### src/rtl/vga_pkg.sv
// Shared timing constants, pixel formats and colour conversion
// for the frame buffer scan-out path.
package vga_pkg;

  localparam int VGA_H_VIS  = 640;
  localparam int VGA_H_FP   = 16;
  localparam int VGA_H_SYNC = 96;
  localparam int VGA_H_BP   = 48;
  localparam int VGA_H_TOT  =
    VGA_H_VIS + VGA_H_FP + VGA_H_SYNC + VGA_H_BP;

  localparam int VGA_V_VIS  = 480;
  localparam int VGA_V_FP   = 10;
  localparam int VGA_V_SYNC = 2;
  localparam int VGA_V_BP   = 33;
  localparam int VGA_V_TOT  =
    VGA_V_VIS + VGA_V_FP + VGA_V_SYNC + VGA_V_BP;

  localparam int FB_W_DEF   = 320;
  localparam int FB_H_DEF   = 240;
  localparam int FB_DATA_W  = 16;
  localparam int FB_ADDR_W  = 17;

  localparam int CNT_W      = 10;

  typedef struct packed {
    logic [4:0] r;
    logic [5:0] g;
    logic [4:0] b;
  } rgb565_t;

  typedef struct packed {
    logic [3:0] r;
    logic [3:0] g;
    logic [3:0] b;
  } rgb444_t;

  // Keep the top bits of each channel.
  function automatic rgb444_t rgb444(input rgb565_t p);
    rgb444_t c;
    c.r = p.r[4:1];
    c.g = p.g[5:2];
    c.b = p.b[4:1];
    return c;
  endfunction

endpackage

### src/rtl/fb_scanout_if.sv
// Read port A of the dual-port frame buffer, seen from
// the scan-out side (master) and the memory side (slave).
interface fb_scanout_if #(
  parameter int ADDR_W = 17,
  parameter int DATA_W = 16
);

  logic              en;
  logic [ADDR_W-1:0] addr;
  logic [DATA_W-1:0] dout;

  modport master (
    output en,
    output addr,
    input  dout
  );

  modport slave (
    input  en,
    input  addr,
    output dout
  );

endinterface

### src/rtl/vga_timing.sv
// Raster counters and the raw blanking, sync and frame-start
// conditions derived from them.
module vga_timing
  import vga_pkg::*;
#(
  parameter int H_VIS  = VGA_H_VIS,
  parameter int H_FP   = VGA_H_FP,
  parameter int H_SYNC = VGA_H_SYNC,
  parameter int H_BP   = VGA_H_BP,
  parameter int V_VIS  = VGA_V_VIS,
  parameter int V_FP   = VGA_V_FP,
  parameter int V_SYNC = VGA_V_SYNC,
  parameter int V_BP   = VGA_V_BP
) (
  input  logic             clk_pix,
  input  logic             rst,
  output logic [CNT_W-2:0] col,
  output logic             visible,
  output logic             hs_raw,
  output logic             vs_raw,
  output logic             fs_raw,
  output logic             row_step,
  output logic             frame_wrap
);

  localparam int H_TOT = H_VIS + H_FP + H_SYNC + H_BP;
  localparam int V_TOT = V_VIS + V_FP + V_SYNC + V_BP;

  localparam logic [CNT_W-1:0] HV  = CNT_W'(H_VIS);
  localparam logic [CNT_W-1:0] HS0 = CNT_W'(H_VIS + H_FP);
  localparam logic [CNT_W-1:0] HS1 =
    CNT_W'(H_VIS + H_FP + H_SYNC - 1);
  localparam logic [CNT_W-1:0] HL  = CNT_W'(H_TOT - 1);

  localparam logic [CNT_W-1:0] VV  = CNT_W'(V_VIS);
  localparam logic [CNT_W-1:0] VS0 = CNT_W'(V_VIS + V_FP);
  localparam logic [CNT_W-1:0] VS1 =
    CNT_W'(V_VIS + V_FP + V_SYNC - 1);
  localparam logic [CNT_W-1:0] VL  = CNT_W'(V_TOT - 1);

  logic [CNT_W-1:0] h_cnt;
  logic [CNT_W-1:0] v_cnt;
  logic             h_last;
  logic             v_last;

  assign h_last = (h_cnt == HL);
  assign v_last = (v_cnt == VL);

  always_ff @(posedge clk_pix or posedge rst) begin
    if (rst) begin
      h_cnt <= '0;
      v_cnt <= '0;
    end else if (h_last) begin
      h_cnt <= '0;
      v_cnt <= v_last ? '0 : v_cnt + 1'b1;
    end else begin
      h_cnt <= h_cnt + 1'b1;
    end
  end

  assign visible = (h_cnt < HV) && (v_cnt < VV);

  assign hs_raw = !((h_cnt >= HS0) && (h_cnt <= HS1));
  assign vs_raw = !((v_cnt >= VS0) && (v_cnt <= VS1));

  assign fs_raw = (h_cnt == '0) && (v_cnt == VV);

  // Odd lines close a doubled line pair.
  assign row_step   = h_last && v_cnt[0] && (v_cnt < VV);
  assign frame_wrap = h_last && v_last;

  assign col = h_cnt[CNT_W-1:1];

endmodule

### src/rtl/fb_scanout.sv
// Frame buffer scan-out: 2x upscaled fetch, 3-stage aligned
// pipeline to RGB444 VGA pins and a frame-start pulse.
module fb_scanout
  import vga_pkg::*;
#(
  parameter int W      = FB_W_DEF,
  parameter int H      = FB_H_DEF,
  parameter int DATA_W = FB_DATA_W,
  parameter int ADDR_W = FB_ADDR_W,
  parameter int H_VIS  = VGA_H_VIS,
  parameter int H_FP   = VGA_H_FP,
  parameter int H_SYNC = VGA_H_SYNC,
  parameter int H_BP   = VGA_H_BP,
  parameter int V_VIS  = VGA_V_VIS,
  parameter int V_FP   = VGA_V_FP,
  parameter int V_SYNC = VGA_V_SYNC,
  parameter int V_BP   = VGA_V_BP
) (
  input  logic         clk_pix,
  input  logic         rst,
  fb_scanout_if.master fb,
  output logic [3:0]   vga_r,
  output logic [3:0]   vga_g,
  output logic [3:0]   vga_b,
  output logic         vga_hs,
  output logic         vga_vs,
  output logic         vga_de,
  output logic         frame_start
);

  if ((W * H > (1 << ADDR_W)) || (DATA_W < 16))
  begin : g_cfg_chk
    $error("fb_scanout: buffer does not fit ports");
  end

  localparam logic [ADDR_W-1:0] ROW_INC = ADDR_W'(W);

  logic [CNT_W-2:0]  col;
  logic              visible;
  logic              hs_raw;
  logic              vs_raw;
  logic              fs_raw;
  logic              row_step;
  logic              frame_wrap;

  logic [ADDR_W-1:0] row_base;

  logic [1:0]        de_d;
  logic [1:0]        hs_d;
  logic [1:0]        vs_d;
  logic [1:0]        fs_d;

  rgb444_t           px;

  vga_timing #(
    .H_VIS  (H_VIS),
    .H_FP   (H_FP),
    .H_SYNC (H_SYNC),
    .H_BP   (H_BP),
    .V_VIS  (V_VIS),
    .V_FP   (V_FP),
    .V_SYNC (V_SYNC),
    .V_BP   (V_BP)
  ) u_timing (
    .clk_pix    (clk_pix),
    .rst        (rst),
    .col        (col),
    .visible    (visible),
    .hs_raw     (hs_raw),
    .vs_raw     (vs_raw),
    .fs_raw     (fs_raw),
    .row_step   (row_step),
    .frame_wrap (frame_wrap)
  );

  // Running line offset replaces a row * W multiply.
  always_ff @(posedge clk_pix or posedge rst) begin
    if (rst) begin
      row_base <= '0;
    end else if (frame_wrap) begin
      row_base <= '0;
    end else if (row_step) begin
      row_base <= row_base + ROW_INC;
    end
  end

  always_ff @(posedge clk_pix or posedge rst) begin
    if (rst) begin
      fb.en   <= 1'b0;
      fb.addr <= '0;
    end else begin
      fb.en <= visible;
      if (visible) begin
        fb.addr <= row_base + ADDR_W'(col);
      end
    end
  end

  // Two stages here plus the output register match the
  // fetch plus memory latency.
  always_ff @(posedge clk_pix or posedge rst) begin
    if (rst) begin
      de_d <= '0;
      fs_d <= '0;
      hs_d <= '1;
      vs_d <= '1;
    end else begin
      de_d <= {de_d[0], visible};
      fs_d <= {fs_d[0], fs_raw};
      hs_d <= {hs_d[0], hs_raw};
      vs_d <= {vs_d[0], vs_raw};
    end
  end

  assign px = rgb444(rgb565_t'(fb.dout[15:0]));

  always_ff @(posedge clk_pix or posedge rst) begin
    if (rst) begin
      vga_r       <= '0;
      vga_g       <= '0;
      vga_b       <= '0;
      vga_hs      <= 1'b1;
      vga_vs      <= 1'b1;
      vga_de      <= 1'b0;
      frame_start <= 1'b0;
    end else begin
      vga_r       <= de_d[1] ? px.r : 4'h0;
      vga_g       <= de_d[1] ? px.g : 4'h0;
      vga_b       <= de_d[1] ? px.b : 4'h0;
      vga_hs      <= hs_d[1];
      vga_vs      <= vs_d[1];
      vga_de      <= de_d[1];
      frame_start <= fs_d[1];
    end
  end

endmodule

### src/flat_wrapper.sv
// flat-port wrapper written by rule: the top's interface ports become plain ports
module fb_scanout_flat import vga_pkg::*;
#(
  parameter int W      = FB_W_DEF,
  parameter int H      = FB_H_DEF,
  parameter int DATA_W = FB_DATA_W,
  parameter int ADDR_W = FB_ADDR_W,
  parameter int H_VIS  = VGA_H_VIS,
  parameter int H_FP   = VGA_H_FP,
  parameter int H_SYNC = VGA_H_SYNC,
  parameter int H_BP   = VGA_H_BP,
  parameter int V_VIS  = VGA_V_VIS,
  parameter int V_FP   = VGA_V_FP,
  parameter int V_SYNC = VGA_V_SYNC,
  parameter int V_BP   = VGA_V_BP
)
  (clk_pix, rst, vga_r, vga_g, vga_b, vga_hs, vga_vs, vga_de, frame_start, fb_en, fb_addr, fb_dout);
  fb_scanout_if #(.ADDR_W(ADDR_W), .DATA_W(DATA_W)) fb_i ();
  input  logic clk_pix;
  input  logic rst;
  output logic [3:0] vga_r;
  output logic [3:0] vga_g;
  output logic [3:0] vga_b;
  output logic vga_hs;
  output logic vga_vs;
  output logic vga_de;
  output logic frame_start;
  output wire logic [$bits(fb_i.en)-1:0] fb_en;
  output wire logic [$bits(fb_i.addr)-1:0] fb_addr;
  input wire logic [$bits(fb_i.dout)-1:0] fb_dout;
  assign fb_en = fb_i.en;
  assign fb_addr = fb_i.addr;
  assign fb_i.dout = fb_dout;
  fb_scanout #(.W(W), .H(H), .DATA_W(DATA_W), .ADDR_W(ADDR_W), .H_VIS(H_VIS), .H_FP(H_FP), .H_SYNC(H_SYNC), .H_BP(H_BP), .V_VIS(V_VIS), .V_FP(V_FP), .V_SYNC(V_SYNC), .V_BP(V_BP)) u_core (.clk_pix(clk_pix), .rst(rst), .fb(fb_i), .vga_r(vga_r), .vga_g(vga_g), .vga_b(vga_b), .vga_hs(vga_hs), .vga_vs(vga_vs), .vga_de(vga_de), .frame_start(frame_start));
endmodule
### config.mk
export PLATFORM = sky130hd
export DESIGN_NAME = fb_scanout_flat
export DESIGN_NICKNAME = d
export VERILOG_FILES = /design/src/rtl/vga_pkg.sv /design/src/rtl/fb_scanout_if.sv /design/src/rtl/vga_timing.sv /design/src/rtl/fb_scanout.sv /design/src/flat_wrapper.sv
export SDC_FILE = /design/constraint.sdc
export NUM_CORES = 1
export LEC_CHECK = 0
export BUFFER_PORTS_ARGS = -buffer_cell sky130_fd_sc_hd__buf_2
export CORE_ASPECT_RATIO = 1.75
export CORE_MARGIN = 8
export CORE_UTILIZATION = 60
export DETAILED_ROUTE_END_ITERATION = 8
export PLACE_DENSITY = 0.87
export SYNTH_ARGS = -nofsm -noshare
export SYNTH_HDL_FRONTEND = slang
export SYNTH_SLANG_ARGS = --single-unit
### constraint.sdc
create_clock -name clk_pix -period 4.4 [get_ports clk_pix]
set_clock_uncertainty 0.15 [all_clocks]
set_input_delay 0.22 -clock clk_pix [delete_from_list [all_inputs] [get_ports clk_pix]]
set_output_delay 0.22 -clock clk_pix [all_outputs]
set_load 0.03 [all_outputs]
==> flow_summary.ini, run 1 <==
[power]
irDropWorstVdd_uv = 213
comb_power_share = 0.039
intPower_mw = 1.01
powerDensity_nw_per_um2 = 343
power_frac_seq = 0.509
switching_power_mw = 0.303
swShare = 0.231
clkPwrFrac = 0.452
p_leak_nw = 1.76

[die]
pin_count = 52
fp.dieH_microns = 113
dieArea_sq_um = 8080
fp-row-count = 35
core_sq_um = 5210
start_util = 0.620
fp.dieW_microns = 71.5

[drt]
drtAntennaViolNets = 0
num_vias = 2552
wl_per_cell_microns = 18.1
drc_errors = 0
detail_route.wirelength_mm = 7.64
dr.pass1.iters = 4
viasPerCell = 6.05
drtIter0Drc = 159

[synthesis]
synth_seq_cells = 72
synth.cell_area_sq_um = 3230
yosysMostFrequentCell = dfrtp_1
synth_cell_types = 44
synth_edf_count = 0
synth_top_area_cell = dfrtp_1
ys_top_cells_by_area = dfrtp_1 (51%), dfstp_2 (4.9%), xnor2_1 (4.3%)
synth_commonest_cells = dfrtp_1 (66), nand2_1 (36), o21ai_0 (19)
synth_cells = 303
synth-seq-area-share = 0.560
postSynthAreaPerCell_sq_um = 10.7
syn_nets = 330
synth_top_cell_area_share = 0.511
synth_warnings = 0
async_flop_share = 1.00
synth_ff_type = dfrtp_1

[clocking]
clk_latency_ps = 350
cts_resized = 0
cts_max_level = 3
hold_buffers = 13
root_buffer = clkbuf_8
cts_tree = done
cts_setup_buffers = 0
clkSlewWorstSetupHoldPaths_ps = 80
cts_inserted_buffers = 9
cts_sinks = 72
cts.path.max_buffers = 2

[placement]
io_buffer_count = 47
dpl-instance-area_sq_um = 3480
placedCellCount = 393
gp_routability_congestion = 0.872
hpwlAfterDp_mm = 4.77

[setup_path]
critPathLaunchType = register
criticalPathCategory = register to register
crit_fanout = 12
cp-startpoint = u_core.u_timing.v_cnt[0]$_DFFE_PP0N_
r2r-start = u_core.u_timing.v_cnt[0]$_DFFE_PP0N_
critPathRequiredTime_ps = 4430
crit_arrival_ps = 2700
worstSetupEndpointType = register

[timing]
max_freq_mhz = 375
hold_viol_final = 0
whs_ps = 205
finalSetupTns_ps = 0
tightest_slew_ps = 927
layout_min_cycle_time_ps = 2670
setup-violations-final = 0
maxSlewHeadroom = 0.381
slew_viol_final = 0
rsz0062_at_grt = no
finalCritPeriodShare = 0.606

[min_path]
worstHoldStart = u_core.fs_d[0]$_DFF_PP0_
hold_path.class = register to register

[finish]
fin_area_sq_um = 3830
final_nets = 389
layoutNonFillerInstCount = 422
area_growth_syn_to_layout_pct = 18.7
layout-drive-gt1-share = 0.207
antenna_cells = 0

[run_status]
status = complete, no violations

[global_routing]
grt_usage = 0.197
antenna_found_initial = 0
grt_pass1_vias = 2540
grt_pass1_wl_mm = 12.5
grt_start_max_net_pins = 48
overflow = 0

[flow_run]
drv_cap = 0
==> worst max-delay path: stages, from the launching register on <==
cell	delay, ps
dfrtp_1	490
inv_1	160
ha_1	190
nand4_1	90
or4_1	600
nor2_1	700
a21oi_1	110
==> cell type report <==
type                            count  area [sq um]
Sequential cell                    72          1810
Clock buffer                        9           124
Clock inverter                      7           101
Timing Repair Buffer               62           380
Inverter                            9          33.8
Tap cell                           55          68.8
Multi-Input combinational cell    208          1320
Fill cell                         328          1380
==> cells by family (layout without fill, tap and decap cells) <==
group           Yosys count  count (layout)  synth area share
simple gates            124             124             0.211
compound gates           51              51            0.0964
buf+inv                  23              87            0.0321
fa+ha+maj                 9               9            0.0349
mux                       2               2           0.00620
flops                    72              72             0.560
xor+xnor                 22              22            0.0596
==> through the flow <==
step / setup WS [ps] / util / total power, mW
floorplan: 2220 / - / 0.706
global route: 1590 / 0.736 / 1.35
finish: 1730 / 0.736 / 1.31
CTS: 1750 / 0.736 / 1.31
detailed placement: 1780 / 0.668 / 0.722
global placement: 1850 / 0.668 / 0.721
==> flip-flops by register name, summed over array words and instances (netlist names) <==
| name | cells |
|---|---|
| u_core.vga_hs | 1 |
| u_core.vga_g | 4 |
| u_core.vga_vs | 1 |
| u_core.fs_d | 2 |
| u_core.u_timing.v_cnt | 10 |
| u_core.hs_d | 2 |
| u_core.fb.addr | 17 |
| u_core.de_d | 2 |
| u_core.vga_r | 4 |
| u_core.u_timing.h_cnt | 10 |
| u_core.vga_de | 1 |
| u_core.frame_start | 1 |
| u_core.row_base | 11 |
| u_core.vga_b | 4 |
| u_core.vs_d | 2 |
==> layer usage <==
metal  GRT usage  vias up  share of wire
li1            -     1197              -
met1       0.213     1267           0.38
met2       0.350       73           0.55
met3      0.0416       15          0.046
met4       0.102        0          0.023
met5           0        -              0
==> final timing paths <==
path / to / slack [ps] / depth (start not counted)
worst min register to register: u_core.fs_d[1]$_DFF_PP0_ / 210 / 0
worst min-delay path: u_core.fs_d[1]$_DFF_PP0_ / 210 / 0
worst max-delay path: u_core.row_base[11]$_DFFE_PP0P_ / 1730 / 6
max in group asynchronous: u_core.vs_d[0]$_DFF_PP1_ / 2710 / 4
min in group asynchronous: u_core.vga_g[3]$_DFF_PP0_ / 470 / 3
worst max register to register: u_core.row_base[11]$_DFFE_PP0P_ / 1730 / 6
==> power groups by stage <==
stage / combinational (mW) / clock (mW) / sequential, mW
detailed placement: 0.0410 / 0 / 0.681
global route: 0.0560 / 0.623 / 0.669
CTS: 0.0506 / 0.593 / 0.668
finish: 0.0512 / 0.594 / 0.668
floorplan: 0.0133 / 0 / 0.693
global placement: 0.0405 / 0 / 0.681
==> cells in the final DEF, fill, tap and decap left out, types with 7 or more instances in the layout <==
cell type	synthesis	final
a21oi_1	11	11
and2_1	14	14
buf_2	2	47
clkbuf_8	0	9
dfrtp_1	66	66
dlygate4sd3_1	0	13
ha_1	9	9
inv_1	8	7
nand2_1	36	36
nand3_1	15	15
nand4_1	7	7
nor2_1	9	9
o21ai_0	19	19
o31ai_1	7	7
or4_1	10	10
xnor2_1	16	16
(Power assumes the default switching activity.)
==> run 2: changes to the inputs <==
--- a/config.mk
+++ b/config.mk
@@ -5,12 +5,13 @@
 export SDC_FILE = /design/constraint.sdc
 export NUM_CORES = 1
 export LEC_CHECK = 0
+export ABC_AREA = 1
 export BUFFER_PORTS_ARGS = -buffer_cell sky130_fd_sc_hd__buf_2
 export CORE_ASPECT_RATIO = 1.75
 export CORE_MARGIN = 8
-export CORE_UTILIZATION = 60
+export CORE_UTILIZATION = 57
 export DETAILED_ROUTE_END_ITERATION = 8
-export PLACE_DENSITY = 0.87
+export PLACE_DENSITY = 0.83
 export SYNTH_ARGS = -nofsm -noshare
 export SYNTH_HDL_FRONTEND = slang
 export SYNTH_SLANG_ARGS = --single-unit
==> constraint.sdc (replaced) <==
create_clock -name clk_pix -period 2.59 [get_ports clk_pix]
set_clock_uncertainty 0.15 [all_clocks]
set_input_delay 0.1295 -clock clk_pix [delete_from_list [all_inputs] [get_ports clk_pix]]
set_output_delay 0.1295 -clock clk_pix [all_outputs]
set_load 0.03 [all_outputs]
==> flow_summary.ini, run 2 <==
[finish]
top_register = u_core.fb.addr
fillers = 496
layoutNonFillerInstCount = 572
layout_common_cells = nand2_1 (123), dfrtp_1 (66), inv_1 (47), buf_2 (47), nand3_1 (42)
largest_reg_flops = 17
antenna_cells = 0
layout-drive-gt1-share = 0.183
multiInputGateArea_sq_um = 1450
seq_area_sq_um = 1810
reg_top3 = u_core.fb.addr x17, u_core.row_base x11
area_growth_syn_to_layout_pct = 17.8
final_nets = 516
layout_commonest_cell = nand2_1

[synthesis]
synth_cells = 424
ys_top_cells_by_area = dfrtp_1 (47%), nand2_1 (13%), nand3_1 (6.0%)
synth_commonest_cells = nand2_1 (123), dfrtp_1 (66), inv_1 (48)
synthSimpleGateAreaFrac = 0.299
synth_cell_types = 30
synth.cell_area_sq_um = 3530
synth_fa_ha_area_frac = 0.0319
async_flop_share = 1.00
synth_seq_cells = 72
synth_warnings = 0
synth_top_cell_area_share = 0.468
synth_compound_area_frac = 0.0446
syn_nets = 451
synth_top_area_cell = dfrtp_1
yosysMostFrequentCell = nand2_1
synth_ff_type = dfrtp_1
synth_edf_count = 0
synth.area.mux_share = 0
synth_top_family_by_area = simple AND/OR/NAND/NOR gates
synth_xor_area_frac = 0.0347
postSynthAreaPerCell_sq_um = 8.33
synth-seq-area-share = 0.512

[clocking]
cts_sinks = 72
clk_latency_ps = 360
cts_inserted_buffers = 9
cts_max_level = 3
cts_tree = done
cts.path.max_buffers = 2
clkSlewWorstSetupHoldPaths_ps = 70
cts_setup_buffers = 0
root_buffer = clkbuf_8
cts_resized = 0

[drt]
drtIter0Drc = 339
drc_errors = 0
num_vias = 2999
dr.pass1.iters = 5
detail_route.wirelength_mm = 8.03
wl_per_cell_microns = 14.0
viasPerCell = 5.24
drtAntennaViolNets = 0

[timing]
whs_ps = 207
rsz0062_at_grt = no
finalCritPeriodShare = 0.778
layout_min_cycle_time_ps = 2020
finalSetupTns_ps = 0
setup-violations-final = 0
maxSlewHeadroom = 0.406
slew_viol_final = 0
max_freq_mhz = 496
hold_viol_final = 0
tightest_slew_ps = 890

[setup_path]
crit_arrival_ps = 2150
critPathLaunchType = register
criticalPathCategory = register to register
crit_fanout = 21
reg2reg_slack_ps = 570
worstSetupEndpointType = register
critPathRequiredTime_ps = 2730

[placement]
gp_routability_congestion = 0.894
hpwlAfterDp_mm = 5.73
io_buffer_count = 47
placedCellCount = 545

[power]
comb_power_share = 0.042
clkPwrFrac = 0.417
swShare = 0.214
p_leak_nw = 2.13
finalPower_mw = 2.10
power_frac_seq = 0.541
powerDensity_nw_per_um2 = 505
irDropWorstVdd_uv = 415
switching_power_mw = 0.450
intPower_mw = 1.65

[global_routing]
grt_pass1_wl_mm = 13.1
grt_pass1_vias = 2911
antenna_found_initial = 0
overflow = 0
grt_usage = 0.189
grt_start_max_net_pins = 44

[die]
fp-row-count = 38
fp.dieH_microns = 120
core_sq_um = 6090
fp.dieW_microns = 75.5
pin_count = 52
dieArea_sq_um = 9070
start_util = 0.580

[min_path]
hold_path.class = register to register

[flow_run]
drv_cap = 0

[run_status]
status = complete, no violations
## run 2: power groups by stage
stage | sequential (mW) | clock [mW] | combinational (mW)
floorplan | 1.18 | 0 | 0.0231
global placement | 1.16 | 0 | 0.0728
detailed placement | 1.16 | 0 | 0.0736
CTS | 1.14 | 0.892 | 0.0889
global route | 1.14 | 0.942 | 0.0981
finish | 1.14 | 0.877 | 0.0883
## run 2: path summary, 6_finish.rpt
check | start | end | depth (start not counted)
worst max-delay path | u_core.u_timing.v_cnt[0]$_DFFE_PP0N_ | u_core.row_base[16]$_DFFE_PP0P_ | 8
worst min-delay path | u_core.fs_d[0]$_DFF_PP0_ | u_core.fs_d[1]$_DFF_PP0_ | 0
worst max register to register | u_core.u_timing.v_cnt[0]$_DFFE_PP0N_ | u_core.row_base[16]$_DFFE_PP0P_ | 8
worst min register to register | u_core.fs_d[0]$_DFF_PP0_ | u_core.fs_d[1]$_DFF_PP0_ | 0
max in group asynchronous | rst | u_core.row_base[12]$_DFFE_PP0P_ | 4
min in group asynchronous | rst | u_core.vga_b[3]$_DFF_PP0_ | 3
## run 2: cells by family (layout without fill, tap and decap cells)
logic type      count (synthesis)  after routing
compound gates                 30             30
flops                          72             72
simple gates                  235            235
xor+xnor                       14             14
fa+ha+maj                       9              9
buf+inv                        64            132
## run 2: repair_timing
item                       in CTS  in global routing
hold endpoints to repair       48                  0
setup endpoints to repair       0                  0
hold buffers                   13                  0
## run 2: layout make-up
cell class | instances | share of cell area
well taps | 80 | 0.0241
flip-flops and latches | 72 | 0.435
inverters | 56 | 0.0514
clock buffers | 11 | 0.0364
repair buffers | 62 | 0.0944
multi-input cells | 288 | 0.349
clock inverters | 3 | 0.0102
## run 2: per-stage QoR
step	area, sq um	worst slack, ps	utilization
floorplan	3530	496	-
global placement	3840	623	0.630
detailed placement	3840	584	0.630
CTS	4160	566	0.684
global route	4160	387	0.684
finish	4160	574	0.684
## run 2: critical path, cell delays in order (launching register included)
cell and delay [ps]:
dfrtp_1 470, inv_1 260, ha_1 220, nand3_1 150, nor3_4 260, nand2_4 190
nand2_1 130, nand2_1 70, nand2_1 60
## run 2: metal layers
| layer | global-route usage | share of wire | vias to the layer above |
|---|---|---|---|
| li1 | - | - | 1478 |
| met1 | 0.193 | 0.36 | 1408 |
| met2 | 0.335 | 0.54 | 89 |
| met3 | 0.0426 | 0.065 | 24 |
| met4 | 0.107 | 0.040 | 0 |
| met5 | 0 | 0 | - |
